--- src/rtl/ex_hazard_ctrl_if.sv ---
// Bundle of the ID/EX/MEM hazard-relevant pipeline signals and the hazard
// controller's decisions. The slave modport is the controller's view; the
// master modport is the pipeline's view.
// Optional: HAZARD_PERF_EN adds the stall_count/flush_count event counters.
interface ex_hazard_ctrl_if;
  logic [4:0]  rs_id;
  logic [4:0]  rt_id;
  logic        uses_rt_id;
  logic [4:0]  towrite_ex;
  logic        regwrite_ex;
  logic        memtoreg_ex;
  logic [4:0]  towrite_mem;
  logic        regwrite_mem;
  logic        branch_ex;
  logic        valid;
  logic [1:0]  fwd_a;
  logic [1:0]  fwd_b;
  logic        stall_if;
  logic        stall_id;
  logic        bubble_ex;
  logic        flush_if;
  logic        init_active;
`ifdef HAZARD_PERF_EN
  logic [15:0] stall_count;
  logic [15:0] flush_count;
`endif

  modport master (
    output rs_id, rt_id, uses_rt_id, towrite_ex, regwrite_ex, memtoreg_ex,
           towrite_mem, regwrite_mem, branch_ex, valid,
`ifdef HAZARD_PERF_EN
    input  stall_count, flush_count,
`endif
    input  fwd_a, fwd_b, stall_if, stall_id, bubble_ex, flush_if, init_active
  );

  modport slave (
    input  rs_id, rt_id, uses_rt_id, towrite_ex, regwrite_ex, memtoreg_ex,
           towrite_mem, regwrite_mem, branch_ex, valid,
`ifdef HAZARD_PERF_EN
    output stall_count, flush_count,
`endif
    output fwd_a, fwd_b, stall_if, stall_id, bubble_ex, flush_if, init_active
  );
endinterface

--- src/rtl/ex_hazard_ctrl.sv ---
// EX-stage hazard sequencer: operand forwarding selects, load-use bubble,
// post-branch IF/ID flush and post-reset warm-up suppression.
// Optional: HAZARD_PERF_EN adds saturating stall/flush event counters.
//
// state    | meaning
// ---------+-------------------------------------------------------------
// INIT     | warm-up after reset; forwarding and hazard detection off
// RUN      | normal operation; forwarding, load-use and branch checks
// LW_STALL | one-cycle hold after a load-use bubble; load now in MEM
// FLUSH    | IF/ID squashed after a taken branch; everything else ignored
module ex_hazard_ctrl #(
  parameter int INIT_CYCLES  = 6,
  parameter int FLUSH_CYCLES = 2
) (
  input logic           clk,
  input logic           reset,
  ex_hazard_ctrl_if.slave hif
);

  localparam int MAXC = (INIT_CYCLES > FLUSH_CYCLES) ? INIT_CYCLES : FLUSH_CYCLES;
  localparam int CW   = (MAXC <= 2) ? 1 : $clog2(MAXC);
  // INIT_CYCLES=0 behaves like a single warm-up cycle (RUN on first clock).
  localparam logic [CW-1:0] INIT_LOAD  = CW'((INIT_CYCLES > 0) ? INIT_CYCLES - 1 : 0);
  // Counter holds the number of FLUSH cycles still to spend, trigger excluded.
  localparam logic [CW-1:0] FLUSH_LOAD = CW'((FLUSH_CYCLES > 1) ? FLUSH_CYCLES - 1 : 0);
  localparam bit FLUSH_STAY = (FLUSH_CYCLES > 1);

  typedef enum logic [1:0] {INIT, RUN, LW_STALL, FLUSH} state_t;

  state_t        state, state_nxt;
  logic [CW-1:0] cnt, cnt_nxt;
  logic [1:0]    fwd_a_q, fwd_b_q, fwd_a_nxt, fwd_b_nxt;
  logic [1:0]    fwd_a_calc, fwd_b_calc;
  logic          load_use, taken_evt;
  logic          stall_c, bubble_c, flush_c;

  // Operand source selection for the instruction currently in ID.
  always_comb begin
    fwd_a_calc = 2'b00;
    fwd_b_calc = 2'b00;
    if (hif.regwrite_ex && hif.towrite_ex != 5'd0 && hif.towrite_ex == hif.rs_id)
      fwd_a_calc = 2'b01;
    else if (hif.regwrite_mem && hif.towrite_mem != 5'd0 && hif.towrite_mem == hif.rs_id)
      fwd_a_calc = 2'b10;
    if (hif.uses_rt_id) begin
      if (hif.regwrite_ex && hif.towrite_ex != 5'd0 && hif.towrite_ex == hif.rt_id)
        fwd_b_calc = 2'b01;
      else if (hif.regwrite_mem && hif.towrite_mem != 5'd0 && hif.towrite_mem == hif.rt_id)
        fwd_b_calc = 2'b10;
    end
  end

  // Raw hazard conditions; the FSM decides whether they act this cycle.
  assign load_use = hif.memtoreg_ex && hif.regwrite_ex && (hif.towrite_ex != 5'd0) &&
                    ((hif.towrite_ex == hif.rs_id) ||
                     (hif.uses_rt_id && (hif.towrite_ex == hif.rt_id)));
  assign taken_evt = hif.branch_ex && hif.valid && (state == RUN || state == LW_STALL);

  // State, counter and registered forwarding selects.
  always_ff @(posedge clk or posedge reset) begin
    if (reset) begin
      state   <= INIT;
      cnt     <= INIT_LOAD;
      fwd_a_q <= 2'b00;
      fwd_b_q <= 2'b00;
    end else begin
      state   <= state_nxt;
      cnt     <= cnt_nxt;
      fwd_a_q <= fwd_a_nxt;
      fwd_b_q <= fwd_b_nxt;
    end
  end

  // Next-state and Mealy hazard outputs; a taken branch overrides load-use.
  always_comb begin
    state_nxt = state;
    cnt_nxt   = cnt;
    fwd_a_nxt = fwd_a_q;
    fwd_b_nxt = fwd_b_q;
    stall_c   = 1'b0;
    bubble_c  = 1'b0;
    flush_c   = 1'b0;
    case (state)
      INIT: begin
        fwd_a_nxt = 2'b00;
        fwd_b_nxt = 2'b00;
        if (cnt == '0) state_nxt = RUN;
        else           cnt_nxt   = cnt - CW'(1);
      end
      RUN, LW_STALL: begin
        if (taken_evt) begin
          flush_c   = 1'b1;
          bubble_c  = 1'b1;
          fwd_a_nxt = 2'b00;
          fwd_b_nxt = 2'b00;
          cnt_nxt   = FLUSH_LOAD;
          state_nxt = FLUSH_STAY ? FLUSH : RUN;
        end else if (state == RUN && load_use) begin
          // Selects hold; they are re-evaluated once the load reaches MEM.
          stall_c   = 1'b1;
          bubble_c  = 1'b1;
          state_nxt = LW_STALL;
        end else begin
          fwd_a_nxt = fwd_a_calc;
          fwd_b_nxt = fwd_b_calc;
          state_nxt = RUN;
        end
      end
      FLUSH: begin
        flush_c   = 1'b1;
        bubble_c  = 1'b1;
        fwd_a_nxt = 2'b00;
        fwd_b_nxt = 2'b00;
        if (cnt <= CW'(1)) state_nxt = RUN;
        else               cnt_nxt   = cnt - CW'(1);
      end
      default: begin
        state_nxt = INIT;
        cnt_nxt   = INIT_LOAD;
      end
    endcase
  end

  assign hif.fwd_a       = fwd_a_q;
  assign hif.fwd_b       = fwd_b_q;
  assign hif.stall_if    = stall_c;
  assign hif.stall_id    = stall_c;
  assign hif.bubble_ex   = bubble_c;
  assign hif.flush_if    = flush_c;
  assign hif.init_active = (state == INIT);

`ifdef HAZARD_PERF_EN
  logic [15:0] stall_count_q, flush_count_q;

  // Saturating event counters for load-use stalls and taken branches.
  always_ff @(posedge clk or posedge reset) begin
    if (reset) begin
      stall_count_q <= 16'd0;
      flush_count_q <= 16'd0;
    end else begin
      if (stall_c && stall_count_q != 16'hFFFF)   stall_count_q <= stall_count_q + 16'd1;
      if (taken_evt && flush_count_q != 16'hFFFF) flush_count_q <= flush_count_q + 16'd1;
    end
  end

  assign hif.stall_count = stall_count_q;
  assign hif.flush_count = flush_count_q;
`endif

endmodule
--- src/flat_wrapper.sv ---
// flat-port wrapper written by rule: the top's interface ports become plain ports
module ex_hazard_ctrl_flat 
#(
  parameter int INIT_CYCLES  = 6,
  parameter int FLUSH_CYCLES = 2
)
  (clk, reset, hif_rs_id, hif_rt_id, hif_uses_rt_id, hif_towrite_ex, hif_regwrite_ex, hif_memtoreg_ex, hif_towrite_mem, hif_regwrite_mem, hif_branch_ex, hif_valid, hif_fwd_a, hif_fwd_b, hif_stall_if, hif_stall_id, hif_bubble_ex, hif_flush_if, hif_init_active);
  ex_hazard_ctrl_if hif_i ();
  input logic clk;
  input logic reset;
  input wire logic [$bits(hif_i.rs_id)-1:0] hif_rs_id;
  input wire logic [$bits(hif_i.rt_id)-1:0] hif_rt_id;
  input wire logic [$bits(hif_i.uses_rt_id)-1:0] hif_uses_rt_id;
  input wire logic [$bits(hif_i.towrite_ex)-1:0] hif_towrite_ex;
  input wire logic [$bits(hif_i.regwrite_ex)-1:0] hif_regwrite_ex;
  input wire logic [$bits(hif_i.memtoreg_ex)-1:0] hif_memtoreg_ex;
  input wire logic [$bits(hif_i.towrite_mem)-1:0] hif_towrite_mem;
  input wire logic [$bits(hif_i.regwrite_mem)-1:0] hif_regwrite_mem;
  input wire logic [$bits(hif_i.branch_ex)-1:0] hif_branch_ex;
  input wire logic [$bits(hif_i.valid)-1:0] hif_valid;
  output wire logic [$bits(hif_i.fwd_a)-1:0] hif_fwd_a;
  output wire logic [$bits(hif_i.fwd_b)-1:0] hif_fwd_b;
  output wire logic [$bits(hif_i.stall_if)-1:0] hif_stall_if;
  output wire logic [$bits(hif_i.stall_id)-1:0] hif_stall_id;
  output wire logic [$bits(hif_i.bubble_ex)-1:0] hif_bubble_ex;
  output wire logic [$bits(hif_i.flush_if)-1:0] hif_flush_if;
  output wire logic [$bits(hif_i.init_active)-1:0] hif_init_active;
  assign hif_i.rs_id = hif_rs_id;
  assign hif_i.rt_id = hif_rt_id;
  assign hif_i.uses_rt_id = hif_uses_rt_id;
  assign hif_i.towrite_ex = hif_towrite_ex;
  assign hif_i.regwrite_ex = hif_regwrite_ex;
  assign hif_i.memtoreg_ex = hif_memtoreg_ex;
  assign hif_i.towrite_mem = hif_towrite_mem;
  assign hif_i.regwrite_mem = hif_regwrite_mem;
  assign hif_i.branch_ex = hif_branch_ex;
  assign hif_i.valid = hif_valid;
  assign hif_fwd_a = hif_i.fwd_a;
  assign hif_fwd_b = hif_i.fwd_b;
  assign hif_stall_if = hif_i.stall_if;
  assign hif_stall_id = hif_i.stall_id;
  assign hif_bubble_ex = hif_i.bubble_ex;
  assign hif_flush_if = hif_i.flush_if;
  assign hif_init_active = hif_i.init_active;
  ex_hazard_ctrl #(.INIT_CYCLES(INIT_CYCLES), .FLUSH_CYCLES(FLUSH_CYCLES)) u_core (.clk(clk), .reset(reset), .hif(hif_i));
endmodule
--- config.mk ---
export PLATFORM = sky130hd
export DESIGN_NAME = ex_hazard_ctrl_flat
export DESIGN_NICKNAME = d
export VERILOG_FILES = /design/src/rtl/ex_hazard_ctrl_if.sv /design/src/rtl/ex_hazard_ctrl.sv /design/src/flat_wrapper.sv
export SDC_FILE = /design/constraint.sdc
export NUM_CORES = 1
export LEC_CHECK = 0
export CELL_PAD_IN_SITES_DETAIL_PLACEMENT = 1
export CELL_PAD_IN_SITES_GLOBAL_PLACEMENT = 1
export CORE_MARGIN = 3
export CORE_UTILIZATION = 33
export CTS_BUF_LIST = sky130_fd_sc_hd__clkbuf_8 sky130_fd_sc_hd__clkbuf_16
export CTS_CLUSTER_SIZE = 20
export DETAILED_ROUTE_END_ITERATION = 16
export PLACE_DENSITY = 0.87
export SLEW_MARGIN = 0
export SYNTH_ARGS = -nofsm -noshare
export SYNTH_HDL_FRONTEND = slang
export SYNTH_SLANG_ARGS = --single-unit
--- constraint.sdc ---
create_clock -name clk -period 3.9 [get_ports clk]
set_clock_uncertainty 0.15 [all_clocks]
set_input_delay 0.585 -clock clk [delete_from_list [all_inputs] [get_ports clk]]
set_output_delay 0.585 -clock clk [all_outputs]
set_load 0.005 [all_outputs]
Yosys cells after proc, flatten, opt, wreduce, memory -nomap -nowiden
Index checks and enable logic that the tools add are counted.

Add/subtract/negate cells: 1. Magnitude comparators: 1. Equality and inequality tests: 13. Mux-type cells: 27. Reduce and logical (&&, ||, !) cells: 23.

Operators with widths (count): $mux 2 (13); $eq 5x5->1 (4); $logic_and 1x1->1 (13); $reduce_bool 5->1 (2); $mux 3 (3); $pmux 3 s3 (1); $pmux 2 s2 (2); $ne 2x1->1 const B (3); $pmux 2 s3 (1); $mux 1 (5); $eq 2x2->1 const B (2); $ne 2x2->1 const B (2); $pmux 1 s2 (2); $reduce_or 2->1 (2); $le 3x1->1 const B (1); $logic_not 3->1 (1); $ne 3x2->1 const B (1); $reduce_and 3->1 (1); $sub 3x1->3 const B (1); $eq 2x1->1 const B (1); $logic_not 2->1 (1); $logic_or 1x1->1 (2); $reduce_and 2->1 (1).

Register bits: 9. Input port bits: 28. Output and inout port bits: 9.

Logic depth before layout (Yosys ltp)
Gate-level depths: netlist (run 1).

Depth after elaboration: 9. Gate-level depth with buffers: 8. Mapped depth without buffers: 7.

Least setup slack after synthesis (run 1)
Ideal clock, no wire load.

Path kind: in2out. Start: in hif_towrite_ex[2]. End: out hif_stall_if. Arrival: 1.767 ns. Data required time: 3.165 ns. Slack: 1.398 ns. Stages on the path: 6. Path buffers: 1. Cell sequence: or4_1 > o21ai_1 > nor2_1 > o211ai_1 > inv_1 > buf_4.

Longest elaborated chain between the ends: 8. Elaborated cells between the ends (all ways): 11.

Ends and longest elaborated chain: from (decl) (RTL line flat_wrapper.sv:14) `input wire logic [$bits(hif_i.towrite_ex)-1:0] hif_towrite_ex;`; $eq 5x5->1 (RTL line ex_hazard_ctrl.sv:56) `(hif.uses_rt_id && (hif.towrite_ex == hif.rt_id)));`; $logic_and 1x1->1 (RTL line ex_hazard_ctrl.sv:56); $logic_or 1x1->1 (RTL line ex_hazard_ctrl.sv:55) `((hif.towrite_ex == hif.rs_id) ||`; $logic_and 1x1->1 * (RTL line ex_hazard_ctrl.sv:54) `assign load_use = hif.memtoreg_ex && hif.regwrite_ex && (hif.towrite_ex != 5'd0) &&`; $logic_and 1x1->1 * (RTL line ex_hazard_ctrl.sv:98) `end else if (state == RUN && load_use) begin`; $mux 1 * (RTL line ex_hazard_ctrl.sv:98); $mux 1 * (RTL line ex_hazard_ctrl.sv:91) `if (taken_evt) begin`; $mux 1 * (RTL line ex_hazard_ctrl.sv:83) `case (state)`; to (decl) (RTL line flat_wrapper.sv:23) `output wire logic [$bits(hif_i.stall_if)-1:0] hif_stall_if;`.

Every way passes the cells marked *; elsewhere a longest branch is shown, timed or not.

Worst setup path in the final report (run 1)
Start: in hif_towrite_ex[2]. End: out hif_bubble_ex.

Longest elaborated chain between the ends: 8. Elaborated cells between the ends (all ways): 11.

Ends and longest elaborated chain: $eq 5x5->1 (RTL line ex_hazard_ctrl.sv:56); $logic_and 1x1->1 (RTL line ex_hazard_ctrl.sv:56); $logic_or 1x1->1 (RTL line ex_hazard_ctrl.sv:55); $logic_and 1x1->1 * (RTL line ex_hazard_ctrl.sv:54); $logic_and 1x1->1 * (RTL line ex_hazard_ctrl.sv:98); $mux 1 * (RTL line ex_hazard_ctrl.sv:98); $mux 1 * (RTL line ex_hazard_ctrl.sv:91); $pmux 1 s2 * (RTL line ex_hazard_ctrl.sv:83); to (decl) (RTL line flat_wrapper.sv:25) `output wire logic [$bits(hif_i.bubble_ex)-1:0] hif_bubble_ex;`.

Marks and branches as above.

==> impl_metrics.tcl, run 1 <==
set metrics [dict create \
    hold_violations 0 \
    cts_sinks 9 \
    min_to "u_core.hif.fwd_a[1]$_DFFE_PP0P_" \
    hold_path_class "reg2reg" \
    intPower_mw 0.3054 \
    ff2ff_setup_slack_ps 1370 \
    setup_tns_ps 0 \
    worst_slack_ps 410.8 \
    synth_nets 134 \
    status "finished clean" \
    combPwrFrac_pct 51.7 \
    cp_common_cell "clkdlybuf4s50_1" \
    numCtsBuffers 3 \
    fmax_mhz 286.6 \
    ant_nets 0 \
    diodes 0 \
    syn_inst 100 \
    crit_arrival_ps 2750 \
    setup_violations 0 \
    grt_antenna_before_repair 0 \
    drt_wl_total_um 2518 \
    first_pass_iters 3 \
    synth_edf_count 0 \
    synth_area_leaders "dfrtp_1, xor2_1, xnor2_1" \
    cp_num_buf_inv 2 \
    synth_ff_type "dfrtp_1" \
    cts_resized 0 \
    slew_viol_final 0 \
    crit_required_ps 3160 \
    post-route-period-util_pct 89.47 \
    crit_start "hif_towrite_ex[2]" \
    crit_slowest_cell "or4_1" \
    viasPerCell 5.320 \
    crit_chain "clkdlybuf4s50_1, or4_1, o21ai_1, nor2_1, o21ai_0, a211oi_1, clkdlybuf4s50_1" \
    synthArstFlopShare_pct 100.0 \
    route.vias.total 899 \
    clockRootBuffer "clkbuf_8" \
    maxCapViolations 0 \
    layout-drive-gt1-share_pct 10.07 \
    yosysMostFrequentCell "xor2_1" \
    drc_errors 0 \
    r2r_start "u_core.state[0]$_DFFE_PP0P_" \
    grt_max_degree 10 \
    p_sw_mw 0.1776 \
    die_h_um 58.21 \
    ys_warn_count 0 \
    dieArea_sq_um 3388 \
    ys_seq_elements 9 \
    critical_path_class "in2out" \
    leakagePower_nw 0.5494 \
    cts_max_path_buffers 2 \
    cpPeakStageDelay_ps 590 \
    rows 18 \
    critPathTopFamily "buffers and inverters" \
    min-delay-start "u_core.hif.fwd_a[1]$_DFFE_PP0P_" \
    synth.distinct_cells 34 \
    clkPwrFrac_pct 22.0 \
    swShare_pct 36.76 \
    grt_overflow_total 0 \
    final.min_clock_period_ps 3489 \
    die_w_um 58.21 \
    drt-wirelength-per-cell_um 14.90 \
    p_per_area_nw_per_um2 361.8 \
    gp_congestion 0.7974 \
    grt_pass1_wl_um 4381 \
    r2r_cells 7 \
    yosysTopAreaCell "dfrtp_1" \
    portBuffers 36 \
    worst-path-max-fanout 3 \
    worst_pin_slew_ps 635.7 \
    yosysSeqAreaShare_pct 25.31 \
    first_iter_violations 37 \
    synthTopCellsByCount "xor2_1, nand2_1, xnor2_1" \
    grt_setup_unrepaired "false" \
    htree_levels 1 \
    start_util_pct 35.35 \
    synthesis.area_sq_um 899.6 \
    track_usage_pct 16.84 \
    postCtsHoldBufs 0 \
    yosysTopAreaCellShare_pct 19.47 \
    layout.nets 174 \
    start_kind "primary input" \
    io_pins 37 \
    p_seq_share_pct 26.3 \
    first_global_vias 1008 \
    clk_pin_slew_ps 40 \
    slew_headroom_pct 57.34 \
    cts_tree "yes" \
    syn_area_per_cell_sq_um 8.996 \
    pre_cts_ws_ps 425.5 \
    hold_depth 1 \
    worstReg2RegEnd "u_core.hif.fwd_a[1]$_DFFE_PP0P_" \
    ir_worst_vdd_v 0.0002443 \
    dp_hpwl_um 2236 \
    clkLatencyLatePin_ps 230 \
    post_cts_buffers 0 \
    coreArea_sq_um 2545 \
    worst_setup_path_end_kind "output pin" \
    area_growth_pct 48.40 \
]
[how the worst max path moves through the flow]
stage | endpoint | slack [ps] | cells past startpoint
finish | hif_bubble_ex | 410 | 7
CTS | hif_bubble_ex | 420 | 7
global route | hif_bubble_ex | 230 | 7
global placement | hif_bubble_ex | 530 | 7
floorplan | hif_stall_if | 1400 | 6
detailed placement | hif_bubble_ex | 430 | 7
[through the flow]
step,hold WS [ps],power (mW),cell area [sq um],cells,util (%)
2_1_floorplan,261.5,0.2832,899.6,100,-
3_3_place_gp,333.7,0.3639,1290,165,50.69
3_5_place_dp,355.5,0.3796,1290,165,50.69
4_1_cts,367.6,0.4904,1335,169,52.46
5_1_grt,388.7,0.5272,1335,169,52.46
6_report,360.7,0.4830,1335,169,52.46
[area by class of cell]
type / instances / area [sq um]
clock buffers: 3 / 41.29
flip-flops and latches: 9 / 227.7
fillers: 319 / 1210
repair buffers: 37 / 367.9
multi-input cells: 82 / 630.6
clock inverters: 1 / 3.754
well taps: 30 / 37.54
inverters: 7 / 26.28
[metal layers]
layer,vias to the layer above,part of all wire [%],track usage (%)
li1,428,-,-
met2,36,54,32.42
met5,-,0,0
met1,428,37,17.46
met4,0,2.8,9.934
met3,7,5.9,1.336
[registers in the layout, indices dropped and copies added (netlist names)]
register	flops
u_core.cnt	3
u_core.hif.fwd_a	2
u_core.hif.fwd_b	2
u_core.state	2
[power by group through the flow]
stage          Combinational, mW  Clock, mW  Sequential (mW)
6_report                   0.250      0.106            0.127
5_1_grt                    0.283      0.115            0.129
4_1_cts                    0.254      0.110            0.127
3_5_place_dp               0.251          0            0.128
3_3_place_gp               0.238          0            0.126
2_1_floorplan              0.159          0            0.125
[cell usage in the layout (no fill, tap or decap), types with 2 or more instances in the layout]
| master | count |
|---|---|
| dfstp_2 | 2 |
| or4_1 | 2 |
| nor2_1 | 8 |
| o21ai_0 | 2 |
| clkdlybuf4s50_1 | 36 |
| inv_1 | 8 |
| clkbuf_8 | 3 |
| ha_1 | 6 |
| xor2_1 | 11 |
| mux2_2 | 3 |
| o211ai_1 | 2 |
| xnor2_1 | 9 |
| a21oi_1 | 4 |
| nor3_1 | 2 |
| nand3_1 | 6 |
| nand2_1 | 9 |
| dfrtp_1 | 7 |
[cells by family (layout without fill, tap and decap cells)]
logic type	Yosys count	in the layout	synth area share [%]
AOI/OAI and AO/OA	20	20	18.92
xor gates and xnor gates	20	20	19.47
adders and majority gates	6	6	8.345
buffers and inverters	9	48	4.590
DFF	9	9	25.31
muxes	5	5	6.119
and+or+nand+nor	31	31	17.25
Power figures use the tool's default switching activity.
==> inputs of run 2 (changes only) <==
HOLD_SLACK_MARGIN = 0.15   (was default)
SLEW_MARGIN = default   (was 0)
==> results of run 2 <==
Final layout, timing and power as in run 1 (identical DEF).
==> inputs of run 3 (changes only) <==
==> constraint.sdc (replaced) <==
create_clock -name clk -period 3.9 [get_ports clk]
set_clock_uncertainty 0.15 [all_clocks]
set_input_delay 0.585 -clock clk [delete_from_list [all_inputs] [get_ports clk]]
set_output_delay 0.585 -clock clk [all_outputs]
set_load 0.05 [all_outputs]
==> run 3 against run 2 <==
Against the previous run:
- highest routed layer unchanged
- clock power hardly changed
- sequential cell count stayed put
- maximum frequency is 3.9% higher
- critical path depth stayed put
- critical endpoint unchanged
- largest power group unchanged
==> impl_metrics.tcl, run 3 (synthesis results as in run 1) <==
set metrics [dict create \
    status "finished clean" \
    dpl_cell_area_sq_um 1287 \
    setup_tns_ps 0 \
    grt_max_degree 10 \
    final_common_cell "clkdlybuf4s50_1" \
    regArea_sq_um 227.7 \
    worst_setup_path_end_kind "output pin" \
    fin_util_pct 52.36 \
    grt_overflow_total 0 \
    report.power.total_mw 0.5379 \
    dieArea_sq_um 3388 \
    track_usage_pct 16.24 \
    rows 18 \
    maxCapViolations 0 \
    final_cell_mix "clkdlybuf4s50_1, xor2_1, nand2_1, xnor2_1" \
    finish.instance_area_sq_um 1333 \
    first_pass_iters 4 \
    setup_violations 0 \
    drc_errors 0 \
    drt_wl_total_um 2550 \
    fmax_mhz 297.8 \
    cts_resized 0 \
    fill_cells 322 \
    start_util_pct 35.35 \
    post_cts_buffers 0 \
    cts_tree "yes" \
    critical_path_class "in2out" \
    viasPerCell 5.185 \
    coreArea_sq_um 2545 \
    crit_required_ps 3160 \
    ant_nets 0 \
    pre_cts_ws_ps 520.9 \
    area_growth_pct 48.12 \
    leakagePower_nw 0.5533 \
    largest_reg_flops 3 \
    hold_violations 0 \
    drt-wirelength-per-cell_um 15.18 \
    diodes 0 \
    ir_worst_vdd_v 0.0003433 \
    start_kind "primary input" \
    slew_viol_final 0 \
    final.min_clock_period_ps 3358 \
    top_register "u_core.cnt" \
    grt_setup_unrepaired "false" \
    clk_pin_slew_ps 50 \
    gp_congestion 0.8271 \
    layout.nets 173 \
    portBuffers 36 \
    dp_hpwl_um 2216 \
    worst_pin_slew_ps 603.7 \
    grt_antenna_before_repair 0 \
    worst_slack_ps 542.4 \
    route.vias.total 871 \
    io_pins 37 \
    clkLatencyLatePin_ps 230 \
    first_global_vias 937 \
    first_iter_violations 34 \
    hold_path_class "reg2reg" \
    die_h_um 58.21 \
    worst-path-max-fanout 5 \
    grt_pass1_wl_um 4229 \
    multiInputGateArea_sq_um 630.6 \
    postCtsHoldBufs 0 \
    slew_headroom_pct 59.48 \
    cts_max_path_buffers 2 \
    post-route-period-util_pct 86.09 \
    cts_sinks 9 \
    numCtsBuffers 3 \
    layout-drive-gt1-share_pct 11.59 \
    p_per_area_nw_per_um2 403.6 \
    crit_arrival_ps 2620 \
    die_w_um 58.21 \
    htree_levels 1 \
    clockRootBuffer "clkbuf_8" \
]
[run 3: report_power, final]
part           total, mW  leakage (nW)  internal, mW  switching, mW
logic              0.304         0.414         0.132          0.172
clock network      0.108        0.0269        0.0688         0.0395
registers          0.126         0.112         0.116        0.00999
[run 3: worst paths after layout]
kind	start	endpoint	slack [ps]	cells past startpoint
worst max-delay path	hif_towrite_ex[1]	hif_bubble_ex	540	7
worst min-delay path	u_core.hif.fwd_a[1]$_DFFE_PP0P_	u_core.hif.fwd_a[1]$_DFFE_PP0P_	330	1
worst max register to register	u_core.state[0]$_DFFE_PP0P_	u_core.hif.fwd_a[1]$_DFFE_PP0P_	1410	7
worst min register to register	u_core.hif.fwd_a[1]$_DFFE_PP0P_	u_core.hif.fwd_a[1]$_DFFE_PP0P_	330	1
max in group asynchronous	reset	u_core.cnt[2]$_DFFE_PP1P_	2830	2
min in group asynchronous	reset	u_core.cnt[1]$_DFFE_PP0P_	470	2
[run 3: worst max-delay path: stages]
cell             delay (ps)
clkdlybuf4s50_1         560
xnor2_1                 140
nand3_1                 110
nor3_2                  370
o21ai_0                 260
a211oi_1                400
buf_12                  190
[run 3: metrics by stage]
step | hold WS [ps] | instances
final | 331.3 | 168
after global routing | 362.7 | 168
after CTS | 338.6 | 168
after detailed placement | 330.1 | 164
after global placement | 327.5 | 164
after floorplan | 261.5 | 100
[run 3: per-layer routing]
layer  vias to the layer above  global-route usage [%]  share of wire [%]
met5                         -                       0                  0
met4                         0                   6.954                1.4
met3                         4                   1.336                5.1
met2                        33                   32.26                 54
met1                       406                   17.05                 40
li1                        428                       -                  -
[run 3: final cells by class]
cell class	count	area share [%]
multi-input cells	82	47.32
well taps	30	2.817
repair buffers	36	27.42
inverters	7	1.972
clock buffers	3	3.099
clock inverters	1	0.2817
flip-flops and latches	9	17.09
